File: src/rtl/gmem_fill_if.sv
// Command and gmem write-port bundle for the rectangle fill engine.
// master: command source / gmem side; slave: the fill engine.
interface gmem_fill_if #(
    parameter int unsigned ADDR_W  = 17,
    parameter int unsigned COLOR_W = 8
);
    logic               cmd_valid;
    logic               cmd_ready;
    logic [8:0]         cmd_x0;
    logic [7:0]         cmd_y0;
    logic [8:0]         cmd_w;
    logic [7:0]         cmd_h;
    logic [COLOR_W-1:0] cmd_color;
    logic               abort;
    logic               gmem_we;
    logic [ADDR_W-1:0]  gmem_waddr;
    logic [COLOR_W-1:0] gmem_wdat;
    logic               gmem_wready;
    logic               busy;
    logic               done;
    logic               err;

    modport master (
        output cmd_valid, cmd_x0, cmd_y0, cmd_w, cmd_h, cmd_color, abort, gmem_wready,
        input  cmd_ready, gmem_we, gmem_waddr, gmem_wdat, busy, done, err
    );

    modport slave (
        input  cmd_valid, cmd_x0, cmd_y0, cmd_w, cmd_h, cmd_color, abort, gmem_wready,
        output cmd_ready, gmem_we, gmem_waddr, gmem_wdat, busy, done, err
    );
endinterface

File: src/rtl/gmem_fill.sv
// Solid-colour rectangle fill into the 320x240 framebuffer: clips the command to the
// screen, then writes one pixel per accepted gmem cycle in row-major order.
module gmem_fill #(
    parameter int unsigned FB_W    = 320,
    parameter int unsigned FB_H    = 240,
    parameter int unsigned ADDR_W  = 17,
    parameter int unsigned COLOR_W = 8
) (
    input logic        clk,
    input logic        rst,
    gmem_fill_if.slave bus
);

    localparam logic [9:0]        FbW10   = 10'(FB_W);
    localparam logic [9:0]        FbH10   = 10'(FB_H);
    localparam logic [ADDR_W-1:0] RowStep = ADDR_W'(FB_W);

    typedef enum logic [1:0] {StIdle, StClip, StRun} state_e;

    state_e             state_q, state_d;
    logic [8:0]         x0_q, x0_d;
    logic [8:0]         w_q, w_d;
    logic [7:0]         h_q, h_d;
    logic [8:0]         x_q, x_d;
    logic [7:0]         y_q, y_d;
    logic [9:0]         x_end_q, x_end_d;
    logic [9:0]         y_end_q, y_end_d;
    logic [ADDR_W-1:0]  row_base_q, row_base_d;
    logic [COLOR_W-1:0] color_q, color_d;
    logic               we_q, we_d;
    logic [ADDR_W-1:0]  waddr_q, waddr_d;
    logic [COLOR_W-1:0] wdat_q, wdat_d;
    logic               done_q, done_d;
    logic               err_q, err_d;

    logic [9:0]         sum_x, sum_y, x_nxt, y_nxt;
    logic [ADDR_W-1:0]  row_base_c;
    logic               clip_bad;

    // Ten-bit sums so x0+w and y0+h never wrap before clipping.
    assign sum_x      = {1'b0, x0_q} + {1'b0, w_q};
    assign sum_y      = {2'b00, y_q} + {2'b00, h_q};
    assign x_nxt      = {1'b0, x_q} + 10'd1;
    assign y_nxt      = {2'b00, y_q} + 10'd1;
    assign row_base_c = (ADDR_W'(y_q) << 8) + (ADDR_W'(y_q) << 6);
    assign clip_bad   = ({1'b0, x0_q} >= FbW10) || ({2'b00, y_q} >= FbH10) ||
                        (w_q == 9'd0) || (h_q == 8'd0);

    always_comb begin
        state_d    = state_q;
        x0_d       = x0_q;
        w_d        = w_q;
        h_d        = h_q;
        x_d        = x_q;
        y_d        = y_q;
        x_end_d    = x_end_q;
        y_end_d    = y_end_q;
        row_base_d = row_base_q;
        color_d    = color_q;
        we_d       = we_q;
        waddr_d    = waddr_q;
        wdat_d     = wdat_q;
        done_d     = 1'b0;
        err_d      = 1'b0;

        unique case (state_q)
            StIdle: begin
                if (bus.cmd_valid) begin
                    state_d = StClip;
                    x0_d    = bus.cmd_x0;
                    y_d     = bus.cmd_y0;
                    w_d     = bus.cmd_w;
                    h_d     = bus.cmd_h;
                    color_d = bus.cmd_color;
                end
            end
            StClip: begin
                if (bus.abort) begin
                    state_d = StIdle;
                end else if (clip_bad) begin
                    err_d   = 1'b1;
                    state_d = StIdle;
                end else begin
                    x_end_d    = (sum_x > FbW10) ? FbW10 : sum_x;
                    y_end_d    = (sum_y > FbH10) ? FbH10 : sum_y;
                    row_base_d = row_base_c;
                    x_d        = x0_q;
                    we_d       = 1'b1;
                    waddr_d    = row_base_c + ADDR_W'(x0_q);
                    wdat_d     = color_q;
                    state_d    = StRun;
                end
            end
            StRun: begin
                if (bus.abort) begin
                    we_d    = 1'b0;
                    state_d = StIdle;
                end else if (bus.gmem_wready) begin
                    if (x_nxt < x_end_q) begin
                        x_d     = x_q + 9'd1;
                        waddr_d = row_base_q + ADDR_W'(x_nxt);
                    end else if (y_nxt < y_end_q) begin
                        // Row wrap folds straight into the next address: no bubble.
                        x_d        = x0_q;
                        y_d        = y_q + 8'd1;
                        row_base_d = row_base_q + RowStep;
                        waddr_d    = row_base_q + RowStep + ADDR_W'(x0_q);
                    end else begin
                        we_d    = 1'b0;
                        done_d  = 1'b1;
                        state_d = StIdle;
                    end
                end
            end
            default: begin
                we_d    = 1'b0;
                state_d = StIdle;
            end
        endcase
    end

    always_ff @(posedge clk) begin
        if (rst) begin
            state_q    <= StIdle;
            x0_q       <= '0;
            w_q        <= '0;
            h_q        <= '0;
            x_q        <= '0;
            y_q        <= '0;
            x_end_q    <= '0;
            y_end_q    <= '0;
            row_base_q <= '0;
            color_q    <= '0;
            we_q       <= 1'b0;
            waddr_q    <= '0;
            wdat_q     <= '0;
            done_q     <= 1'b0;
            err_q      <= 1'b0;
        end else begin
            state_q    <= state_d;
            x0_q       <= x0_d;
            w_q        <= w_d;
            h_q        <= h_d;
            x_q        <= x_d;
            y_q        <= y_d;
            x_end_q    <= x_end_d;
            y_end_q    <= y_end_d;
            row_base_q <= row_base_d;
            color_q    <= color_d;
            we_q       <= we_d;
            waddr_q    <= waddr_d;
            wdat_q     <= wdat_d;
            done_q     <= done_d;
            err_q      <= err_d;
        end
    end

    assign bus.cmd_ready  = (state_q == StIdle);
    assign bus.busy       = (state_q == StClip) || (state_q == StRun);
    assign bus.gmem_we    = we_q;
    assign bus.gmem_waddr = waddr_q;
    assign bus.gmem_wdat  = wdat_q;
    assign bus.done       = done_q;
    assign bus.err        = err_q;

endmodule

File: src/flat_wrapper.sv
// flat-port wrapper written by rule: the top's interface ports become plain ports
module gmem_fill_flat 
#(
    parameter int unsigned FB_W    = 320,
    parameter int unsigned FB_H    = 240,
    parameter int unsigned ADDR_W  = 17,
    parameter int unsigned COLOR_W = 8
)
  (clk, rst, bus_cmd_valid, bus_cmd_x0, bus_cmd_y0, bus_cmd_w, bus_cmd_h, bus_cmd_color, bus_abort, bus_gmem_wready, bus_cmd_ready, bus_gmem_we, bus_gmem_waddr, bus_gmem_wdat, bus_busy, bus_done, bus_err);
  gmem_fill_if #(.ADDR_W(ADDR_W), .COLOR_W(COLOR_W)) bus_i ();
  input logic clk;
  input logic rst;
  input wire logic [$bits(bus_i.cmd_valid)-1:0] bus_cmd_valid;
  input wire logic [$bits(bus_i.cmd_x0)-1:0] bus_cmd_x0;
  input wire logic [$bits(bus_i.cmd_y0)-1:0] bus_cmd_y0;
  input wire logic [$bits(bus_i.cmd_w)-1:0] bus_cmd_w;
  input wire logic [$bits(bus_i.cmd_h)-1:0] bus_cmd_h;
  input wire logic [$bits(bus_i.cmd_color)-1:0] bus_cmd_color;
  input wire logic [$bits(bus_i.abort)-1:0] bus_abort;
  input wire logic [$bits(bus_i.gmem_wready)-1:0] bus_gmem_wready;
  output wire logic [$bits(bus_i.cmd_ready)-1:0] bus_cmd_ready;
  output wire logic [$bits(bus_i.gmem_we)-1:0] bus_gmem_we;
  output wire logic [$bits(bus_i.gmem_waddr)-1:0] bus_gmem_waddr;
  output wire logic [$bits(bus_i.gmem_wdat)-1:0] bus_gmem_wdat;
  output wire logic [$bits(bus_i.busy)-1:0] bus_busy;
  output wire logic [$bits(bus_i.done)-1:0] bus_done;
  output wire logic [$bits(bus_i.err)-1:0] bus_err;
  assign bus_i.cmd_valid = bus_cmd_valid;
  assign bus_i.cmd_x0 = bus_cmd_x0;
  assign bus_i.cmd_y0 = bus_cmd_y0;
  assign bus_i.cmd_w = bus_cmd_w;
  assign bus_i.cmd_h = bus_cmd_h;
  assign bus_i.cmd_color = bus_cmd_color;
  assign bus_i.abort = bus_abort;
  assign bus_i.gmem_wready = bus_gmem_wready;
  assign bus_cmd_ready = bus_i.cmd_ready;
  assign bus_gmem_we = bus_i.gmem_we;
  assign bus_gmem_waddr = bus_i.gmem_waddr;
  assign bus_gmem_wdat = bus_i.gmem_wdat;
  assign bus_busy = bus_i.busy;
  assign bus_done = bus_i.done;
  assign bus_err = bus_i.err;
  gmem_fill #(.FB_W(FB_W), .FB_H(FB_H), .ADDR_W(ADDR_W), .COLOR_W(COLOR_W)) u_core (.clk(clk), .rst(rst), .bus(bus_i));
endmodule
File: config.mk
export PLATFORM = sky130hd
export DESIGN_NAME = gmem_fill_flat
export DESIGN_NICKNAME = d
export VERILOG_FILES = /design/src/rtl/gmem_fill_if.sv /design/src/rtl/gmem_fill.sv /design/src/flat_wrapper.sv
export SDC_FILE = /design/constraint.sdc
export NUM_CORES = 1
export LEC_CHECK = 0
export ABC_AREA = 1
export CORE_MARGIN = 4
export CORE_UTILIZATION = 46
export DETAILED_ROUTE_END_ITERATION = 10
export PLACE_DENSITY = 0.67
export SETUP_SLACK_MARGIN = 0.2
export SLEW_MARGIN = 20
export SYNTH_ARGS = -nofsm -noshare
export SYNTH_HDL_FRONTEND = slang
export SYNTH_SLANG_ARGS = --single-unit
File: constraint.sdc
create_clock -name clk -period 5.6 [get_ports clk]
set_clock_uncertainty 0.05 [all_clocks]
set_input_delay 1.12 -clock clk [delete_from_list [all_inputs] [get_ports clk]]
set_output_delay 1.12 -clock clk [all_outputs]
set_load 0.02 [all_outputs]
==> results of run 1 <==
-- routing by layer --
layer / share of wire (%) / global-route usage (%)
met1: 46 / 32.0
met2: 46 / 39.2
met5: 0 / 0
met4: 1.8 / 6.10
met3: 5.8 / 3.75
-- worst min-delay path: cells and delay by family, from the launching register on --
| family | cells | cell delay, ns |
|---|---|---|
| flip-flops | 1 | 0.32 |
| AND/OR/NAND/NOR | 1 | 0.07 |
| buffers and inverters | 1 | 0.04 |
-- cell usage in the layout, fill, tap and decap left out, drive strengths merged, types with 5 or more instances in the layout --
cell / n
nand2: 216
nor2: 171
inv: 139
o21ai: 122
dfxtp: 110
a21oi: 84
clkdlybuf4s50: 76
nand3: 65
ha: 58
xor2: 23
nand4: 20
xnor2: 16
a31oi: 10
clkbuf: 9
a211oi: 8
nand3b: 6
buf: 5
or2: 5
-- synth_stat cells, types with 2 or more instances --
master and instances:
a21oi_2 2, nand3_4 2, xor2_1 23, or2_2 4, fa_1 4, nor2_8 2
ha_1 58, a31oi_1 10, nand3_1 60, a21oi_1 81, and3_1 2, o21ai_1 6
buf_4 3, a21o_1 3, nor2_1 156, inv_2 9, nor2_4 4, nand3_2 3
a211oi_2 2, o211ai_1 3, nand2_1 204, clkbuf_1 25, o2111ai_1 2, o21bai_1 3
nand3b_1 5, nor2_2 9, nand4_4 2, buf_6 8, dfxtp_1 110, o21ai_2 3
nor3_1 3, buf_2 6, inv_1 124, o21ai_0 113, a211oi_1 6, xnor2_1 16
nand4_1 17, nand2_2 11
-- area by class of cell --
class	count	area [sq um]	area share (%)
Multi-Input combinational cell	833	4710	53.5
Sequential cell	110	2200	25.0
Timing Repair Buffer	81	798	9.06
Inverter	134	505	5.74
Tap cell	216	270	3.07
Clock buffer	9	225	2.56
Clock inverter	7	96.3	1.09
-- power by group --
group          total [mW]  internal [mW]  switching, mW  leakage (nW)
sequential           1.22          0.993          0.229         0.903
combinational        2.44          0.861           1.58          2.91
clock               0.697          0.331          0.367         0.156
total                4.36           2.19           2.18          3.97
-- path summary, 6_finish.rpt --
kind	startpoint	to	slack, ns	cells after the start
worst max-delay path	u_core.y_q[0]	u_core.x_q[4]	2.08	15
worst min-delay path	u_core.x_end_q[9]	u_core.x_end_q[9]	0.41	2
worst max register to register	u_core.y_q[0]	u_core.x_q[4]	2.08	15
worst min register to register	u_core.x_end_q[9]	u_core.x_end_q[9]	0.41	2
-- per-stage QoR --
| step | total power [mW] | hold WS, ns |
|---|---|---|
| 3_5_place_dp | 3.66 | 0.405 |
| 4_1_cts | 4.37 | 0.417 |
| 2_1_floorplan | 3.02 | 0.383 |
| 5_1_grt | 4.73 | 0.432 |
| 6_report | 4.36 | 0.413 |
| 3_3_place_gp | 3.64 | 0.395 |
-- sequential cells by signal, summed over array words and instances (netlist names), 9 cells and up --
| signal | flops |
|---|---|
| u_core.y_end_q | 9 |
| u_core.w_q | 9 |
| u_core.x_end_q | 10 |
| u_core.x0_q | 9 |
| u_core.row_base_q | 11 |
| u_core.bus.gmem_waddr | 17 |
-- logic make-up (layout without fill, tap and decap cells) --
group,Yosys count,in the layout
AO/OA/AOI/OAI,240,240
XOR/XNOR,39,39
adder cells (fa/ha/maj),62,62
buffers and inverters,176,231
flip-flops,110,110
other,1,2
AND/OR/NAND/NOR,490,490
==> flow_metrics.tcl, run 1 <==
set metrics [dict create \
    outcome "complete, no violations" \
    cts_resized 0 \
    antenna_cells 0 \
    synth_top_family_by_area "simple AND/OR/NAND/NOR gates" \
    cp.buffers_inverters 2 \
    wl_um 21500 \
    cp_top_family "simple AND/OR/NAND/NOR gates" \
    setup_ws_ns 2.08 \
    die_h_um 137 \
    max_slew_margin_pct 39.9 \
    synth-edff-count 0 \
    cts_root_buf "clkbuf_16" \
    core_sq_mm 0.0161 \
    drtIter0Drc 539 \
    worst_setup_path_end_kind "register" \
    min_period_over_period_pct 62.8 \
    holdCritPathClass "register to register" \
    max_stage_delay_ns 0.59 \
    htreeDepth 3 \
    crit_arrival_ns 3.71 \
    crit_chain "nand3_1, nor2_1, nand2_1, o21ai_0, inv_1, ha_1, a21o_1, a21oi_1, nand3_1, nand2_1, nor2_4, nor2_8, inv_2, o21ai_0, a21oi_1" \
    place_inst 1374 \
    dieArea_sq_mm 0.0188 \
    ys_seq_area_share_pct 28.8 \
    slew_viol_final 0 \
    wl_per_cell_um 15.5 \
    postLayoutCellArea_sq_mm 0.00881 \
    pre_cts_ws_ns 1.98 \
    ir_drop_v 0.000289 \
    cts_sinks 110 \
    ys_ff_latch 110 \
    dpl_cell_area_sq_mm 0.00849 \
    synth_cells 1118 \
    hpwlAfterDp_um 16300 \
    yosys.area.top_type_share_pct 28.8 \
    synthToLayoutAreaGrowth_pct 15.1 \
    yosys_warnings 0 \
    numCtsBuffers 9 \
    vias 7307 \
    syn_avg_cell_area_sq_um 6.84 \
    io_pins 77 \
    post_cts_buffers 0 \
    setup_viol 0 \
    final_antenna_net_count 0 \
    grt_start_max_net_pins 42 \
    grt-ovfl-total 0 \
    grt_pass1_wl_um 35100 \
    fill_cells 1625 \
    grt_pass1_vias 6810 \
    synth_largest_area_cell "dfxtp_1" \
    clock_latency_ns 0.36 \
    finalCriticalPeriod_ns 3.52 \
    synthFlopType "dfxtp_1" \
    dieWidth_um 137 \
    drv_cap 0 \
    cp-start-kind "register" \
    track_usage_pct 23.6 \
    vias_per_cell 5.26 \
    io_buffers 76 \
    nets 1278 \
    leakagePower_nw 3.97 \
    final_hold_viol_count 0 \
    crit_required_ns 5.79 \
    fin_tns_setup_ns 0 \
    firstDrtPassIters 5 \
    rows 46 \
    cp_slowest_cell "dfxtp_1" \
    worstMarginPinSlew_ns 0.901 \
    hold_buffers 0 \
    layout-drive-gt1-share_pct 7.07 \
    synth_simple_gate_area_share_pct 29.1 \
    yosys-top-cells-area "dfxtp_1 (29%), nand2_1 (10%), ha_1 (9.5%), nor2_1 (7.7%), o21ai_0 (7.4%)" \
    cts_max_path_buffers 2 \
    cts_tree "done" \
    power_density_mw_per_mm2 495 \
    worstPathMaxFanout 32 \
    synth_xor_area_share_pct 4.46 \
    drc 0 \
    synth_cell_types 52 \
    fmax_ghz 0.284 \
    utilization_pct 54.7 \
    fin_cells 1390 \
    clk_pin_slew_ns 0.08 \
    async_flop_share_pct 0 \
    start_util_pct 47.5 \
    syn_area_sq_mm 0.00765 \
    antenna_found_initial 0 \
    gp_congestion 0.934 \
    synthAdderAreaFrac_pct 10.5 \
    critPathKind "register to register" \
    rsz0062_at_grt "no" \
    synth_compound_area_share_pct 17.3 \
    synthMuxAreaShare_pct 0 \
]
Note: power is estimated with default switching activity, not from simulation.
==> inputs of run 2 (changes only) <==
==> constraint.sdc (replaced) <==
create_clock -name clk -period 3.6 [get_ports clk]
set_clock_uncertainty 0.05 [all_clocks]
set_input_delay 0.72 -clock clk [delete_from_list [all_inputs] [get_ports clk]]
set_output_delay 0.72 -clock clk [all_outputs]
set_load 0.02 [all_outputs]
==> run 2 against run 1 <==
Register-to-register slack worse by 1.6 ns. Hold slack worse by 0.0016 ns. First-iteration DRC count is 7.8% higher. Die area stayed put. Fmax is 14% higher. Critical endpoint is now u_core.row_base_q[12].
==> flow_metrics.tcl, run 2 (same netlist as run 1, synthesis figures left out) <==
set metrics [dict create \
    outcome "complete, no violations" \
    hpwlAfterDp_um 16400 \
    holdCritPathClass "register to register" \
    cts_tree "done" \
    dieArea_sq_mm 0.0188 \
    grt_pass1_vias 6960 \
    slew_viol_final 0 \
    cts_sinks 110 \
    holdWs_ns 0.411 \
    firstDrtPassIters 7 \
    core_sq_mm 0.0161 \
    io_buffers 76 \
    gp_congestion 0.941 \
    rsz0062_at_grt "no" \
    critPathKind "register to register" \
    drtIter0Drc 581 \
    worstPathMaxFanout 18 \
    leakagePower_nw 4.02 \
    nets 1291 \
    power_mw 6.82 \
    fmax_ghz 0.324 \
    grt_start_max_net_pins 46 \
    final_common_cell "nand2_1" \
    cts_root_buf "clkbuf_16" \
    antenna_found_initial 0 \
    synthToLayoutAreaGrowth_pct 16.2 \
    io_pins 77 \
    worstMarginPinSlew_ns 0.849 \
    fill_cells 1634 \
    numCtsBuffers 9 \
    rows 46 \
    layout-drive-gt1-share_pct 8.51 \
    place_inst 1379 \
    drc 0 \
    vias 7452 \
    antenna_cells 0 \
    postLayoutCellArea_sq_mm 0.00889 \
    dieWidth_um 137 \
    fin_cells 1403 \
    crit_arrival_ns 3.32 \
    drv_cap 0 \
    min_period_over_period_pct 85.8 \
    dpl_cell_area_sq_mm 0.00853 \
    cp-start-kind "register" \
    fin_tns_setup_ns 0 \
    wl_um 21600 \
    utilization_pct 55.2 \
    hold_buffers 0 \
    clk_pin_slew_ns 0.08 \
    pre_cts_ws_ns 0.342 \
    start_util_pct 47.5 \
    power_density_mw_per_mm2 767 \
    most-common-layout-cells "nand2_1 (203), nor2_1 (155), inv_1 (123)" \
    crit_required_ns 3.84 \
    grt-ovfl-total 0 \
    final_antenna_net_count 0 \
    setup_ws_ns 0.511 \
    final_hold_viol_count 0 \
    clock_latency_ns 0.36 \
    htreeDepth 3 \
    worst_setup_path_end_kind "register" \
    finalCriticalPeriod_ns 3.09 \
    largest_register_ffs 17 \
    ir_drop_v 0.000586 \
    track_usage_pct 23.4 \
    wl_per_cell_um 15.4 \
    grt_pass1_wl_um 34800 \
    setup_viol 0 \
    max_slew_margin_pct 43.4 \
    die_h_um 137 \
    vias_per_cell 5.31 \
    cts_max_path_buffers 2 \
]
[run 2: changes by cell type in the layout (fill, tap and decap cells not counted), moves of 2 or more]
cell	previous run	this run
inv_12	2	0
clkinvlp_4	0	2
clkinv_8	2	0
dfxtp_2	0	3
dfxtp_1	110	107
buf_4	5	17
[run 2: worst paths after layout]
kind	from	to	slack (ns)	depth (start not counted)
max	u_core.bus.gmem_waddr[0]	u_core.row_base_q[12]	0.51	19
max reg2reg	u_core.bus.gmem_waddr[0]	u_core.row_base_q[12]	0.51	19
min reg2reg	u_core.x_end_q[9]	u_core.x_end_q[9]	0.41	2
min	u_core.x_end_q[9]	u_core.x_end_q[9]	0.41	2
[run 2: cell type report]
class / count / area (sq um) / area share [%]
timing repair buffer: 93 / 888 / 9.99
sequential: 110 / 2210 / 24.8
tap: 216 / 270 / 3.04
multi-input combinational: 834 / 4740 / 53.3
clock inverter: 6 / 52.6 / 0.591
clock buffer: 10 / 229 / 2.57
inverter: 134 / 510 / 5.74
[run 2: timing repair]
action / in CTS / in global routing
resized for setup: 0 / 8
setup buffers: 0 / 7
setup endpoints to repair: 0 / 41
[run 2: critical path: stages (launching register included)]
cell and delay [ns]:
dfxtp_2 0.40, ha_1 0.18, nand2_1 0.08, inv_1 0.08
nand3_1 0.10, nor2_1 0.11, nand2_1 0.09, xnor2_2 0.17
ha_1 0.28, nand2_1 0.07, nor2_2 0.15, nand2_1 0.11
nand3_4 0.17, nor2_8 0.09, inv_8 0.16, nand2_2 0.08
nor2_4 0.20, buf_4 0.19, o21ai_0 0.08, a21oi_1 0.15
[run 2: where the power goes]
part / total [mW] / switching [mW] / leakage [nW] / internal, mW
registers: 1.89 / 0.347 / 0.904 / 1.55
clock network: 0.998 / 0.515 / 0.132 / 0.483
logic: 3.92 / 2.49 / 2.98 / 1.44
[run 2: metal layers]
metal  track usage (%)  wire (um)  vias to the layer above
li1                  -          -                     3794
met1              33.0      10400                     3395
met2              37.6       9530                      233
met3              3.24       1260                       30
met4              6.04        395                        0
met5                 0          0                        -
==> inputs of run 3 (changes only) <==
--- a/config.mk
+++ b/config.mk
@@ -7,9 +7,9 @@
 export LEC_CHECK = 0
 export ABC_AREA = 1
 export CORE_MARGIN = 4
-export CORE_UTILIZATION = 46
+export CORE_UTILIZATION = 58
 export DETAILED_ROUTE_END_ITERATION = 10
-export PLACE_DENSITY = 0.67
+export PLACE_DENSITY = 0.81
 export SETUP_SLACK_MARGIN = 0.2
 export SLEW_MARGIN = 20
 export SYNTH_ARGS = -nofsm -noshare
==> run 3 against run 2 <==
Core utilization is 14 points higher. Register-to-register slack worse by 0.07 ns. Critical endpoint is now u_core.row_base_q[14]. Sequential cell count did not move. First-iteration DRC count decreased by 17%. Routed wire length is 3.4% lower.
==> flow_metrics.tcl, run 3 (same netlist as run 1, synthesis figures left out) <==
set metrics [dict create \
    crit_arrival_ns 3.41 \
    grt_start_max_net_pins 51 \
    power_density_mw_per_mm2 775 \
    grt_pass1_vias 6926 \
    leakagePower_nw 4.05 \
    grt-ovfl-total 0 \
    worstPathMaxFanout 16 \
    fmax_ghz 0.316 \
    finalCriticalPeriod_ns 3.16 \
    slew_viol_final 0 \
    cts_root_buf "clkbuf_16" \
    cp_top_family "simple AND/OR/NAND/NOR gates" \
    max_stage_delay_ns 0.40 \
    antenna_cells 0 \
    gp_congestion 0.940 \
    ir_drop_v 0.000424 \
    final_hold_viol_count 0 \
    firstDrtPassIters 5 \
    nets 1293 \
    wl_um 20800 \
    min_period_over_period_pct 87.9 \
    final_common_cell "nand2_1" \
    most-common-layout-cells "nand2_1 (204), nor2_1 (156), inv_1 (123)" \
    hold_depth 2 \
    dieWidth_um 123 \
    setup_viol 0 \
    critPathLaunch "u_core.bus.gmem_waddr[0]" \
    track_usage_pct 28.1 \
    cp_slowest_cell "dfxtp_2" \
    holdPathEnd "u_core.x_end_q[4]" \
    final_antenna_net_count 0 \
    power_mw 6.88 \
    cts_max_path_buffers 2 \
    worst_setup_path_end_kind "register" \
    io_pins 77 \
    rows 41 \
    hold_start "u_core.x_end_q[4]" \
    drc 0 \
    hold_buffers 0 \
    fin_tns_setup_ns 0 \
    r2r_cells 19 \
    crit_path_frequent_cell "nand2_1" \
    vias_per_cell 5.52 \
    rsz0062_at_grt "no" \
    layout-drive-gt1-share_pct 8.49 \
    crit_required_ns 3.85 \
    r2r_setup_slack_ns 0.44 \
    synthToLayoutAreaGrowth_pct 16.0 \
    drv_cap 0 \
    largest_register_ffs 17 \
    clk_pin_slew_ns 0.08 \
    cp-start-kind "register" \
    hpwlAfterDp_um 15500 \
    wl_per_cell_um 15.3 \
    htreeDepth 3 \
    fill_cells 1115 \
    worstMarginPinSlew_ns 0.867 \
    timing.rr.start "u_core.bus.gmem_waddr[0]" \
    cp.buffers_inverters 3 \
    grt_pass1_wl_um 33500 \
    holdCritPathClass "register to register" \
    cts_tree "done" \
    outcome "complete, no violations" \
    crit_chain "ha_1, nand2_1, inv_1, nand3_1, nor2_1, nand2_1, xnor2_2, ha_1, nand2_1, nor2_1, nand2_1, nand3_4, nor2_8, inv_6, nand2_2, nor2_4, buf_4, o21ai_0, a21oi_1" \
    io_buffers 76 \
    cts_sinks 110 \
    start_util_pct 59.9 \
    r2r-end "u_core.row_base_q[14]" \
    core_sq_mm 0.0128 \
    max_slew_margin_pct 42.1 \
    dieArea_sq_mm 0.0151 \
    numCtsBuffers 9 \
    clock_latency_ns 0.37 \
    antenna_found_initial 0 \
    vias 7511 \
    critPathKind "register to register" \
    holdWs_ns 0.419 \
    die_h_um 123 \
    drtIter0Drc 485 \
]
run 3: changes by cell type in the layout (fill, tap and decap cells not counted):
cell / change
clkinvlp_4: -2
nand2_1: +1
inv_6: +1
clkinv_8: +1
clkinv_4: -1
nand2_2: -1
bufinv_16: +1
buf_4: +1
nor2_1: +1
run 3: worst max path at each step:
stage	end	slack, ns	cells after the start
floorplan	u_core.bus.gmem_waddr[3]	0.97	19
global placement	u_core.bus.gmem_waddr[0]	0.47	15
detailed placement	u_core.row_base_q[6]	0.28	19
CTS	u_core.row_base_q[6]	0.28	19
global route	u_core.x_q[6]	0.21	15
finish	u_core.row_base_q[14]	0.44	19
run 3: worst min-delay path, stage by stage, from the launching register on:
cell,delay [ns]
dfxtp_1,0.31
nand2_1,0.06
a21oi_1,0.05
run 3: stage by stage:
step                area [sq um]  util [%]  worst slack (ns)  instances
CTS                         8790      68.8             0.284       1351
global placement            8470      66.3             0.468       1335
detailed placement          8470      66.3             0.276       1335
finish                      8880      69.5             0.437       1361
floorplan                   7660         -             0.968       1119
global route                8880      69.5             0.211       1361
run 3: area by class of cell:
type	count	area (sq um)	share of cell area, %
well taps	172	215	2.42
repair buffers	94	896	10.1
multi-input cells	835	4740	53.4
clock buffers	10	229	2.58
inverters	134	508	5.72
clock inverters	6	86.3	0.973
flip-flops and latches	110	2210	24.8
run 3: power breakdown:
part | leakage [nW] | switching, mW | internal, mW | total, mW
Combinational | 2.99 | 2.48 | 1.42 | 3.90
Clock | 0.154 | 0.520 | 0.562 | 1.08
Sequential | 0.904 | 0.348 | 1.55 | 1.90
Total | 4.05 | 3.35 | 3.53 | 6.88
run 3: repair_timing:
action	CTS	global route
endpoints found under the setup margin	0	39
resized for setup	0	5
buffers inserted	0	8
run 3: layer usage:
layer / part of all wire, % / vias to the layer above / global-route usage, %
met3: 8.1 / 41 / 5.44
li1: - / 3791 / -
met4: 2.8 / 0 / 10.8
met2: 44 / 308 / 44.3
met1: 45 / 3371 / 37.9
met5: 0 / - / 0
